$ cat src/rtl/jet_motion.sv
// Per-frame jet motion: picks up keycode at each vsync edge, steers heading/speed,
// then advances the jet centre with wrap-around at the screen edges.
module jet_motion #(
    parameter int X_CENTER  = 320,
    parameter int Y_CENTER  = 240,
    parameter int X_MAX     = 639,
    parameter int Y_MAX     = 479,
    parameter int JET_SIZE  = 4,
    parameter int MAX_SPEED = 4,
    parameter int TURN_DIV  = 4
) (
    input  logic       Clk,
    input  logic       Reset,
    input  logic       frame_clk,
    input  logic [7:0] keycode,
    output logic [9:0] JetX,
    output logic [9:0] JetY,
    output logic [9:0] Jet_size,
    output logic [2:0] heading,
    output logic       update_done
);

    localparam int TW = (TURN_DIV > 1) ? $clog2(TURN_DIV) : 1;
    localparam logic [7:0] KEY_A = 8'h04;
    localparam logic [7:0] KEY_D = 8'h07;
    localparam logic [7:0] KEY_W = 8'h1A;
    localparam logic [7:0] KEY_S = 8'h16;
    localparam logic signed [11:0] XM   = 12'(X_MAX);
    localparam logic signed [11:0] YM   = 12'(Y_MAX);
    localparam logic signed [11:0] XMOD = 12'(X_MAX + 1);
    localparam logic signed [11:0] YMOD = 12'(Y_MAX + 1);

    typedef enum logic [1:0] {S_WAIT, S_STEER, S_MOVE} state_t;

    state_t          state_reg, state_next;
    logic            sync1_reg, sync2_reg, hist_reg;
    logic            frame_tick;
    logic [7:0]      key_q_reg;
    logic [3:0]      speed_reg, speed_next;
    logic [TW-1:0]   turn_cnt_reg, turn_cnt_next;
    logic [2:0]      heading_next;
    logic            latch_key, steer_en, move_en;
    logic            dx_pos, dx_neg, dy_pos, dy_neg;
    logic signed [11:0] step, nx, ny, nx_w, ny_w;

    assign Jet_size   = 10'(JET_SIZE);
    assign frame_tick = sync2_reg & ~hist_reg;

    // Synchroniser and history reset high so a frame_clk already high at release is not an edge.
    always_ff @(posedge Clk or posedge Reset) begin
        if (Reset) begin
            sync1_reg <= 1'b1;
            sync2_reg <= 1'b1;
            hist_reg  <= 1'b1;
        end else begin
            sync1_reg <= frame_clk;
            sync2_reg <= sync1_reg;
            hist_reg  <= sync2_reg;
        end
    end

    always_ff @(posedge Clk or posedge Reset) begin
        if (Reset) state_reg <= S_WAIT;
        else       state_reg <= state_next;
    end

    always_comb begin
        state_next = state_reg;
        case (state_reg)
            S_WAIT:  if (frame_tick) state_next = S_STEER;
            S_STEER: state_next = S_MOVE;
            S_MOVE:  state_next = S_WAIT;
            default: state_next = S_WAIT;
        endcase
    end

    always_comb begin
        latch_key = (state_reg == S_WAIT) && frame_tick;
        steer_en  = (state_reg == S_STEER);
        move_en   = (state_reg == S_MOVE);
    end

    // Heading, speed and turn pacing from the latched key.
    always_comb begin
        heading_next  = heading;
        speed_next    = speed_reg;
        turn_cnt_next = '0;
        if (key_q_reg == KEY_A || key_q_reg == KEY_D) begin
            if (turn_cnt_reg == '0)
                heading_next = (key_q_reg == KEY_D) ? heading + 3'd1 : heading - 3'd1;
            turn_cnt_next = (turn_cnt_reg == TW'(TURN_DIV - 1)) ? '0 : turn_cnt_reg + 1'b1;
        end else if (key_q_reg == KEY_W) begin
            if (speed_reg < 4'(MAX_SPEED)) speed_next = speed_reg + 4'd1;
        end else if (key_q_reg == KEY_S) begin
            if (speed_reg > 4'd1) speed_next = speed_reg - 4'd1;
        end
    end

    always_comb begin
        dx_pos = 1'b0;
        dx_neg = 1'b0;
        dy_pos = 1'b0;
        dy_neg = 1'b0;
        case (heading)
            3'd0: dy_neg = 1'b1;
            3'd1: begin dx_pos = 1'b1; dy_neg = 1'b1; end
            3'd2: dx_pos = 1'b1;
            3'd3: begin dx_pos = 1'b1; dy_pos = 1'b1; end
            3'd4: dy_pos = 1'b1;
            3'd5: begin dx_neg = 1'b1; dy_pos = 1'b1; end
            3'd6: dx_neg = 1'b1;
            default: begin dx_neg = 1'b1; dy_neg = 1'b1; end
        endcase
    end

    // Speed never exceeds 15, so one modulus correction is enough.
    always_comb begin
        step = signed'({8'd0, speed_reg});
        nx   = signed'({2'b00, JetX});
        ny   = signed'({2'b00, JetY});
        if (dx_pos) nx = nx + step;
        if (dx_neg) nx = nx - step;
        if (dy_pos) ny = ny + step;
        if (dy_neg) ny = ny - step;
        nx_w = nx;
        ny_w = ny;
        if (nx > XM)          nx_w = nx - XMOD;
        else if (nx < 12'sd0) nx_w = nx + XMOD;
        if (ny > YM)          ny_w = ny - YMOD;
        else if (ny < 12'sd0) ny_w = ny + YMOD;
    end

    always_ff @(posedge Clk or posedge Reset) begin
        if (Reset) begin
            key_q_reg    <= 8'h00;
            heading      <= 3'd0;
            speed_reg    <= 4'd1;
            turn_cnt_reg <= '0;
            JetX         <= 10'(X_CENTER);
            JetY         <= 10'(Y_CENTER);
            update_done  <= 1'b0;
        end else begin
            update_done <= move_en;
            if (latch_key) key_q_reg <= keycode;
            if (steer_en) begin
                heading      <= heading_next;
                speed_reg    <= speed_next;
                turn_cnt_reg <= turn_cnt_next;
            end
            if (move_en) begin
                JetX <= 10'(nx_w);
                JetY <= 10'(ny_w);
            end
        end
    end

endmodule

$ cat config.mk
export PLATFORM = sky130hd
export DESIGN_NAME = jet_motion
export DESIGN_NICKNAME = d
export VERILOG_FILES = /design/src/rtl/jet_motion.sv
export SDC_FILE = /design/constraint.sdc
export NUM_CORES = 1
export LEC_CHECK = 0
export ABC_AREA = 1
export CELL_PAD_IN_SITES_DETAIL_PLACEMENT = 2
export CELL_PAD_IN_SITES_GLOBAL_PLACEMENT = 2
export CORE_UTILIZATION = 35
export CTS_BUF_LIST = sky130_fd_sc_hd__clkbuf_16
export DETAILED_ROUTE_END_ITERATION = 12
export PLACE_DENSITY_LB_ADDON = 0.3
export SYNTH_ARGS = -nofsm -noshare
export SYNTH_HDL_FRONTEND = slang
export SYNTH_SLANG_ARGS = --single-unit
$ cat constraint.sdc
create_clock -name Clk -period 8.5 [get_ports Clk]
set_input_delay 2.125 -clock Clk [delete_from_list [all_inputs] [get_ports Clk]]
set_output_delay 2.125 -clock Clk [all_outputs]
set_load 0.05 [all_outputs]
## After elaboration in Yosys (flattened, before gate mapping)

Index checks and enable logic that the tools add are counted.

| word-level totals | value |
|---|---|
| bits in registers | 43 |
| input port bits | 11 |
| output and inout bits | 34 |
| word-level logic and storage cells | 80 |

| operators by class | value |
|---|---|
| add/sub/neg operators | 13 |
| magnitude comparators | 6 |
| eq/ne operators | 15 |
| multiplexer cells | 19 |
| bitwise gates (word level) | 3 |
| reductions and logical operators | 13 |

Operators by type and width:

| kind | count |
|---|---|
| 2-to-1 mux 10 bit | 4 |
| < comparator 12 x 1 -> 1 bit, second input constant | 2 |
| 2-to-1 mux 12 bit | 2 |
| subtractor 12 x 5 -> 12 bit | 2 |
| adder 10 x 4 -> 11 bit | 2 |
| 2-to-1 mux 11 bit | 2 |
| adder 10 bit, second input constant | 2 |
| subtractor 10 bit, second input constant | 2 |
| equality test 8 x 3 -> 1 bit, second input constant | 2 |
| equality test 8 x 5 -> 1 bit, second input constant | 2 |
| 2-to-1 mux 4 bit | 4 |
| > comparator 12 x 10 -> 1 bit, second input constant | 1 |
| > comparator 12 x 11 -> 1 bit, second input constant | 1 |
| OR reduction 5 bit | 2 |
| equality test 3 bit, second input constant | 3 |
| equality test 3 x 2 -> 1 bit, second input constant | 2 |
| 2-to-1 mux 2 bit | 3 |
| OR reduction 3 bit | 2 |
| AND reduction 5 bit | 1 |
| adder 4 x 1 -> 4 bit, second input constant | 1 |
| equality test 2 bit, second input constant | 2 |
| > comparator 4 x 1 -> 1 bit, second input constant | 1 |
| logical NOT 2 bit | 2 |
| < comparator 4 x 3 -> 1 bit, second input constant | 1 |
| 18 further kinds | 21 |

## Depth between registers and ports, before layout

Gate-level depths: netlist of the first run.

| depth | value |
|---|---|
| depth after elaboration | 9 |
| gate-level depth with buffers | 28 |
| mapped depth without buffers | 28 |

## Worst setup path before layout of the first run

No wires, ideal clock.

| timing | value |
|---|---|
| path kind | register to register |
| start | reg JetX[0] |
| end | reg JetX[9] |
| setup time | 0.066 ns |
| arrival | 3.500 ns |
| data required time | 8.434 ns |
| path slack | 4.934 ns |
| stages on the path, launching flop included | 24 |
| path buffers | 0 |
| cell sequence | dfrtp_1 > ha_1 > inv_1 > fa_1 > or2_2 > o21ai_0 > inv_1 > fa_1 > nor2_1 > o21a_1 > nor2_2 > nand2_2 > nor2_4 > nand2_1 > nand2_2 > nand2_4 > inv_2 > ha_1 > nand3b_1 > nand2_1 > nand2_1 > nand2_1 > nand2_1 > nand2_1 |

| on the way | value |
|---|---|
| longest elaborated chain between the ends | 7 |

Ends and longest elaborated chain:

| item | RTL line | text |
|---|---|---|
| start, declared | 16 | `output logic [9:0] JetX,` |
| start signal, assigned | 139 | `JetX <= 10'(X_CENTER);` |
| start signal, assigned | 151 | `JetX <= 10'(nx_w);` |
| adder 10 x 4 -> 11 bit | 121 | `if (dx_pos) nx = nx + step;` |
| 2-to-1 mux 11 bit * | 121 |  |
| subtractor 12 x 5 -> 12 bit | 122 | `if (dx_neg) nx = nx - step;` |
| 2-to-1 mux 12 bit * | 122 |  |
| adder 10 bit / < comparator 12 x 1 -> 1 bit (equally long branches) | 128 | `else if (nx < 12'sd0) nx_w = nx + XMOD;` |
| 2-to-1 mux 10 bit | 128 |  |
| 2-to-1 mux 10 bit * | 127 | `if (nx > XM) nx_w = nx - XMOD;` |

Every way passes the cells marked *; elsewhere a longest branch is shown, timed or not.
A chain may end at the register's enable or synchronous reset.

## Worst setup path after layout of the first run

| timing | value |
|---|---|
| start | reg speed_reg[0] |
| end | reg JetX[9] |

| on the way | value |
|---|---|
| longest elaborated chain between the ends | 7 |

Ends and longest elaborated chain:

| item | RTL line | text |
|---|---|---|
| start, declared | 39 | `logic [3:0] speed_reg, speed_next;` |
| start signal, assigned | 147 | `speed_reg <= speed_next;` |
| adder 10 x 4 -> 11 bit | 121 |  |
| 2-to-1 mux 11 bit | 121 |  |
| subtractor 12 x 5 -> 12 bit | 122 |  |
| 2-to-1 mux 12 bit * | 122 |  |
| adder 10 bit / < comparator 12 x 1 -> 1 bit (equally long branches) | 128 |  |
| 2-to-1 mux 10 bit | 128 |  |
| 2-to-1 mux 10 bit * | 127 |  |

Marked as above.

==> impl_metrics.toml, run 1 <==
[outcome]
status = "finished, final reports clean"

[detailed_routing]
routed_wl_um = 12200
first_pass_iters = 4
num_vias = 3812
routed_via_density = 5.12
wl_per_cell_um = 16.4
drt_iter0_drc = 78
drc = 0
postRouteAntennaNets = 0

[critical_path]
crit_type = "register to register"
cp.required_ps = 8730
end_kind = "register"
critPathArrivalTime_ps = 4130
path_max_fanout = 9
start_kind = "register"

[power_and_ir_drop]
ir_worst_vdd_uv = 157
power_frac_comb = 0.666
intPower_uw = 728
power.switching_uw = 889
p_seq_frac = 0.210
clockPowerShare = 0.123
netSwitchingFraction = 0.550
powerDensity_nw_per_um2 = 351
leakage_nw = 2.30

[final_layout]
area_growth_pct = 15.0
layoutNonFillerInstCount = 745
diodes = 0
final_layout_size_suffix_gt1_frac = 0.140
multi_input_area_um2 = 2530
fillers = 1354
regArea_um2 = 1090
fin_nets = 650

[placement]
place_hpwl_um = 9620
dp_cells = 737
routabilityCongestion = 0.823
io_buffers = 34

[timing]
clock_skew_ps = 4.00
maxSlewHeadroom = 0.357
hold_slack_ps = 362
grt_setup_unrepaired = "no"
hold_viol = 0
finalSetupViolations = 0
max_freq_mhz = 257
min_period_ps = 3900
report.final.slew_viol_count = 0
tightest_slew_ps = 964
fin_crit_sh = 0.459
fin_tns_setup_ps = 0

[flow_run]
cap_viol_max_count = 0

[clock_tree]
clk_latency_ps = 290
path_clk_slew_ps = 70
cts-htree-levels = 2
cts_buffers = 5
cts_tree = "done"
hold_buffers = 0
cts_buffer_depth = 2
cts_setup_buffers = 0
clock-root-buffer = "clkbuf_16"
cts_resized = 0
clock_sinks = 43

[floorplanning]
dieArea_um2 = 11900
core_region_area_um2 = 11000
start_util = 0.364
die_w_um = 109
die_h_um = 109
io_pins = 45
placement_rows = 38

[logic_synthesis]
ys_ff_latch = 43
ys_seq_area_frac = 0.272
syn_area_per_cell_um2 = 7.04
ys.flop_type = "dfrtp_1"
syn-cell-area_um2 = 4000
synth.distinct_cells = 45
yosys_warnings = 0
synthCells = 568
synth-edff-count = 0
async_flop_share = 1.00

[global_route]
grt_pass1_wl_um = 20800
grt_pass1_vias = 4297
grt_start_max_net_pins = 44
grt_usage = 0.227
gr-total-overflow = 0
antenna_found_initial = 0

[hold_path]
hp-class = "register to register"
==> kinds of logic (layout without fill, tap and decap cells) <==
logic type                 Yosys count  in the layout  synth area share
and+or+nand+nor                    317            317             0.383
buffers and inverters               95            124             0.102
AOI/OAI and AO/OA                   59             59            0.0854
DFF                                 43             43             0.272
adders and majority gates           35             35             0.117
xor gates and xnor gates            13             13            0.0285
muxes                                4              4            0.0100
other                                2             10           0.00188
==> final cells by class <==
cell class	count	share of cell area
multi-input combinational	438	0.551
sequential	43	0.237
timing repair buffer	36	0.0772
inverter	80	0.0655
tap	140	0.0381
clock buffer	5	0.0272
clock inverter	3	0.00435
==> worst max-delay path, stage by stage, from the launching register on <==
cell      delay, ps
dfstp_2         660
ha_1            240
inv_1            70
fa_1            400
xor2_1          160
o21ai_0         250
ha_1            300
inv_1           120
nor2_1           50
nand2_1          70
nand2_1          80
nand2_1          80
nand3_1         100
nor2_1          120
nand2_1          90
nor2_2          100
nand2_1          90
nand2_2         110
inv_1            90
ha_1            190
nand3b_1        150
nand2_1          80
nand2_1          50
nand2_1          50
nand2_1          40
nand2_1          60
==> synthesized netlist by cell type, types with 5 or more instances <==
cell type / instances / area share
a21oi_1: 12 / 0.015
nand4_1: 9 / 0.014
inv_1: 73 / 0.068
nor2_1: 34 / 0.032
inv_2: 5 / 0.0047
ha_1: 31 / 0.097
buf_4: 10 / 0.019
xor2_1: 10 / 0.022
dfrtp_1: 33 / 0.21
a31oi_1: 7 / 0.011
nand3_1: 34 / 0.043
nor2_4: 9 / 0.025
o21ai_0: 30 / 0.038
nor2_2: 6 / 0.0094
nand2_1: 178 / 0.17
nand2_4: 6 / 0.017
dfstp_2: 10 / 0.066
nand2_2: 23 / 0.036
nand3_2: 5 / 0.013
==> power by group through the flow <==
stage | registers (mW) | logic (mW) | clock network [mW]
floorplan | 0.465 | 0.667 | 0
global placement | 0.339 | 1.02 | 0
detailed placement | 0.343 | 1.08 | 0
CTS | 0.341 | 1.09 | 0.205
global route | 0.349 | 1.20 | 0.213
finish | 0.340 | 1.08 | 0.199
==> per-stage QoR <==
step / total power [mW] / worst slack, ps / util / instance area, um2
after floorplan: 1.13 / 4930 / - / 4030
after detailed placement: 1.42 / 4620 / 0.406 / 4460
after CTS: 1.64 / 4560 / 0.419 / 4600
after global placement: 1.36 / 4830 / 0.406 / 4460
after global routing: 1.76 / 4210 / 0.419 / 4600
final: 1.62 / 4600 / 0.419 / 4600
==> layout by cell type (no fill, tap or decap), types with 4 or more instances in the layout <==
master | synthesis | final
inv_1 | 73 | 72
nand4_1 | 9 | 9
dfrtp_1 | 33 | 33
a21oi_1 | 12 | 12
dfstp_2 | 10 | 10
a31oi_1 | 7 | 7
nand2_4 | 6 | 6
nand3_2 | 5 | 5
o21ai_0 | 30 | 30
fa_1 | 4 | 4
mux2i_1 | 4 | 4
conb_1 | 2 | 10
nor2_4 | 9 | 9
nor2_2 | 6 | 6
xor2_1 | 10 | 10
clkdlybuf4s50_1 | 0 | 34
nand2_2 | 23 | 23
clkbuf_16 | 0 | 5
ha_1 | 31 | 31
nand3_1 | 34 | 34
nor2_1 | 34 | 34
inv_2 | 5 | 6
nand2_1 | 178 | 178
==> worst paths after layout <==
| kind | to | startpoint | slack [ps] | cells past startpoint |
|---|---|---|---|---|
| min | sync2_reg$_DFF_PP1_ | sync1_reg$_DFF_PP1_ | 360 | 0 |
| max in group asynchronous | JetX[5]$_DFFE_PP0P_ | Reset | 5530 | 2 |
| min reg2reg | sync2_reg$_DFF_PP1_ | sync1_reg$_DFF_PP1_ | 360 | 0 |
| max | JetX[9]$_DFFE_PP0P_ | speed_reg[0]$_DFFE_PP1P_ | 4600 | 25 |
| min in group asynchronous | JetY[0]$_DFFE_PP0P_ | Reset | 2370 | 2 |
| max reg2reg | JetX[9]$_DFFE_PP0P_ | speed_reg[0]$_DFFE_PP1P_ | 4600 | 25 |
==> metal layers <==
layer / vias to the layer above / routed length [um] / track usage
met4: 0 / 227 / 0.0656
met3: 17 / 304 / 0.0275
met1: 1900 / 5270 / 0.263
li1: 1847 / - / -
met5: - / 0 / 0
met2: 48 / 6400 / 0.431
Note: power is estimated with default switching activity, not from simulation.
==> run 2, diff against run 1 <==
--- a/config.mk
+++ b/config.mk
@@ -8,7 +8,7 @@
 export ABC_AREA = 1
 export CELL_PAD_IN_SITES_DETAIL_PLACEMENT = 2
 export CELL_PAD_IN_SITES_GLOBAL_PLACEMENT = 2
-export CORE_UTILIZATION = 35
+export CORE_UTILIZATION = 29
 export CTS_BUF_LIST = sky130_fd_sc_hd__clkbuf_16
 export DETAILED_ROUTE_END_ITERATION = 12
 export PLACE_DENSITY_LB_ADDON = 0.3
==> constraint.sdc (replaced) <==
create_clock -name Clk -period 3.3 [get_ports Clk]
set_input_delay 0.825 -clock Clk [delete_from_list [all_inputs] [get_ports Clk]]
set_output_delay 0.825 -clock Clk [all_outputs]
set_load 0.05 [all_outputs]
==> impl_metrics.toml, run 2 (synthesis gave the netlist of run 1 again) <==
[timing]
worst_slack_ps = -279
tightest_slew_ps = 1090
grt_setup_unrepaired = "yes"
finalSetupViolations = 7
min_period_ps = 3580
fin_crit_sh = 1.08
maxSlewHeadroom = 0.265
max_freq_mhz = 279
hold_viol = 0
clock_skew_ps = 4.92
fin_tns_setup_ps = -958
report.final.slew_viol_count = 0

[critical_path]
worstRegToRegCells = 22
path_max_fanout = 3
r2r-start = "speed_reg[0]$_DFFE_PP1P_"
critPathArrivalTime_ps = 3810
crit_type = "register to register"
reg2reg_slack_ps = -280
start_kind = "register"
worstReg2RegEnd = "JetX[9]$_DFFE_PP0P_"
end_kind = "register"
cp.required_ps = 3530

[hold_path]
min_to = "sync2_reg$_DFF_PP1_"
hold_depth = 0
hp-start = "sync1_reg$_DFF_PP1_"
hp-class = "register to register"

[final_layout]
fillers = 1567
final_common_cell = "nand2_1"
final_layout_size_suffix_gt1_frac = 0.311
area_growth_pct = 35.8
diodes = 0
fin_nets = 707
final_cell_mix = "nand2_1 (162), inv_1 (61), buf_4 (54)"

[power_and_ir_drop]
power_mw = 5.32
leakage_nw = 2.63
powerDensity_nw_per_um2 = 980
ir_worst_vdd_uv = 353

[global_route]
antenna_found_initial = 0
grt_usage = 0.202
grt_pass1_vias = 4586
grt_start_max_net_pins = 24
gr-total-overflow = 0
grt_pass1_wl_um = 23000

[clock_tree]
cts_tree = "done"
clock_sinks = 43
cts_buffer_depth = 2
clk_latency_ps = 300
path_clk_slew_ps = 70
cts_buffers = 5
clock-root-buffer = "clkbuf_16"
hold_buffers = 0
cts-htree-levels = 2

[placement]
io_buffers = 34
routabilityCongestion = 0.789
place_hpwl_um = 10200

[floorplanning]
die_w_um = 119
placement_rows = 42
die_h_um = 119
start_util = 0.300
io_pins = 45
dieArea_um2 = 14300
core_region_area_um2 = 13300

[detailed_routing]
drt_iter0_drc = 94
first_pass_iters = 4
wl_per_cell_um = 17.5
routed_wl_um = 14700
num_vias = 4095
routed_via_density = 4.89
postRouteAntennaNets = 0
drc = 0

[outcome]
status = "finished with violations"
violations = "negative setup slack"

[flow_run]
cap_viol_max_count = 0
## run 2: cell count changes in the layout (fill, tap and decap cells not counted), moves of 7 or more
| cell | before | now |
|---|---|---|
| nand2_4 | 6 | 13 |
| ha_1 | 31 | 22 |
| nand2_1 | 178 | 162 |
| o21ai_0 | 30 | 19 |
| buf_4 | 2 | 54 |
| nand2_2 | 23 | 32 |
| inv_1 | 72 | 61 |
| inv_2 | 6 | 16 |
## run 2: layout make-up
type / count / area, um2 / share of cell area
inverter: 80 / 305 / 0.0562
clock buffer: 5 / 125 / 0.0230
sequential: 43 / 1100 / 0.202
timing repair buffer: 93 / 802 / 0.148
multi-input combinational: 438 / 2840 / 0.522
clock inverter: 3 / 47.5 / 0.00875
tap: 176 / 220 / 0.0405
## run 2: critical path, cell delays in order, from the launching register on
cell and delay (ps):
dfstp_2 570, ha_4 140, inv_2 40, fa_2 370
xor2_2 160, o21ai_2 240, ha_4 260, inv_4 80
nor2_2 40, o21a_1 200, nor2_2 150, nand2_2 110
nor2_4 180, nand3_2 130, nand2_4 130, inv_2 50
ha_2 180, nand3b_1 150, nand2_1 80, nand2_1 50
nand2_1 60, nand2_1 60, nand2_1 60
## run 2: power breakdown
group | switching (mW) | total, mW | internal [mW] | leakage, nW
Sequential | 0.171 | 0.861 | 0.690 | 0.511
Clock | 0.244 | 0.606 | 0.362 | 0.0844
Combinational | 2.38 | 3.86 | 1.48 | 2.03
Total | 2.79 | 5.32 | 2.53 | 2.63
## run 2: metrics by stage
step                instance area [um2]  setup slack [ps]  hold WS (ps)  cells  utilization
CTS                                5190              -188           364    831        0.389
floorplan                          4060              2.38           345    576            -
global placement                   4800              -242           349    809        0.360
finish                             5430              -279           362    838        0.407
detailed placement                 4800              -401           354    809        0.360
global route                       5430              -489           365    838        0.407
## run 2: routing by layer
layer,part of all wire,GRT usage,vias up
li1,-,-,1963
met4,0.013,0.0398,0
met1,0.39,0.229,2060
met2,0.57,0.402,55
met5,0,0,-
met3,0.023,0.0206,17
## run 2: worst max path at each step
stage | depth (start not counted) | to | start
3_5_place_dp | 23 | JetY[6]$_DFFE_PP1P_ | speed_reg[0]$_DFFE_PP1P_
2_1_floorplan | 23 | JetY[6]$_DFFE_PP1P_ | speed_reg[0]$_DFFE_PP1P_
3_3_place_gp | 23 | JetY[6]$_DFFE_PP1P_ | speed_reg[0]$_DFFE_PP1P_
5_1_grt | 25 | JetX[9]$_DFFE_PP0P_ | speed_reg[0]$_DFFE_PP1P_
4_1_cts | 25 | JetX[9]$_DFFE_PP0P_ | speed_reg[0]$_DFFE_PP1P_
6_report | 22 | JetX[9]$_DFFE_PP0P_ | speed_reg[0]$_DFFE_PP1P_
## run 2: repair_timing
item | CTS | global route
setup endpoints to repair | 8 | 8
buffers inserted | 14 | 8
gates resized for setup | 36 | 52
pin swaps | 24 | 35
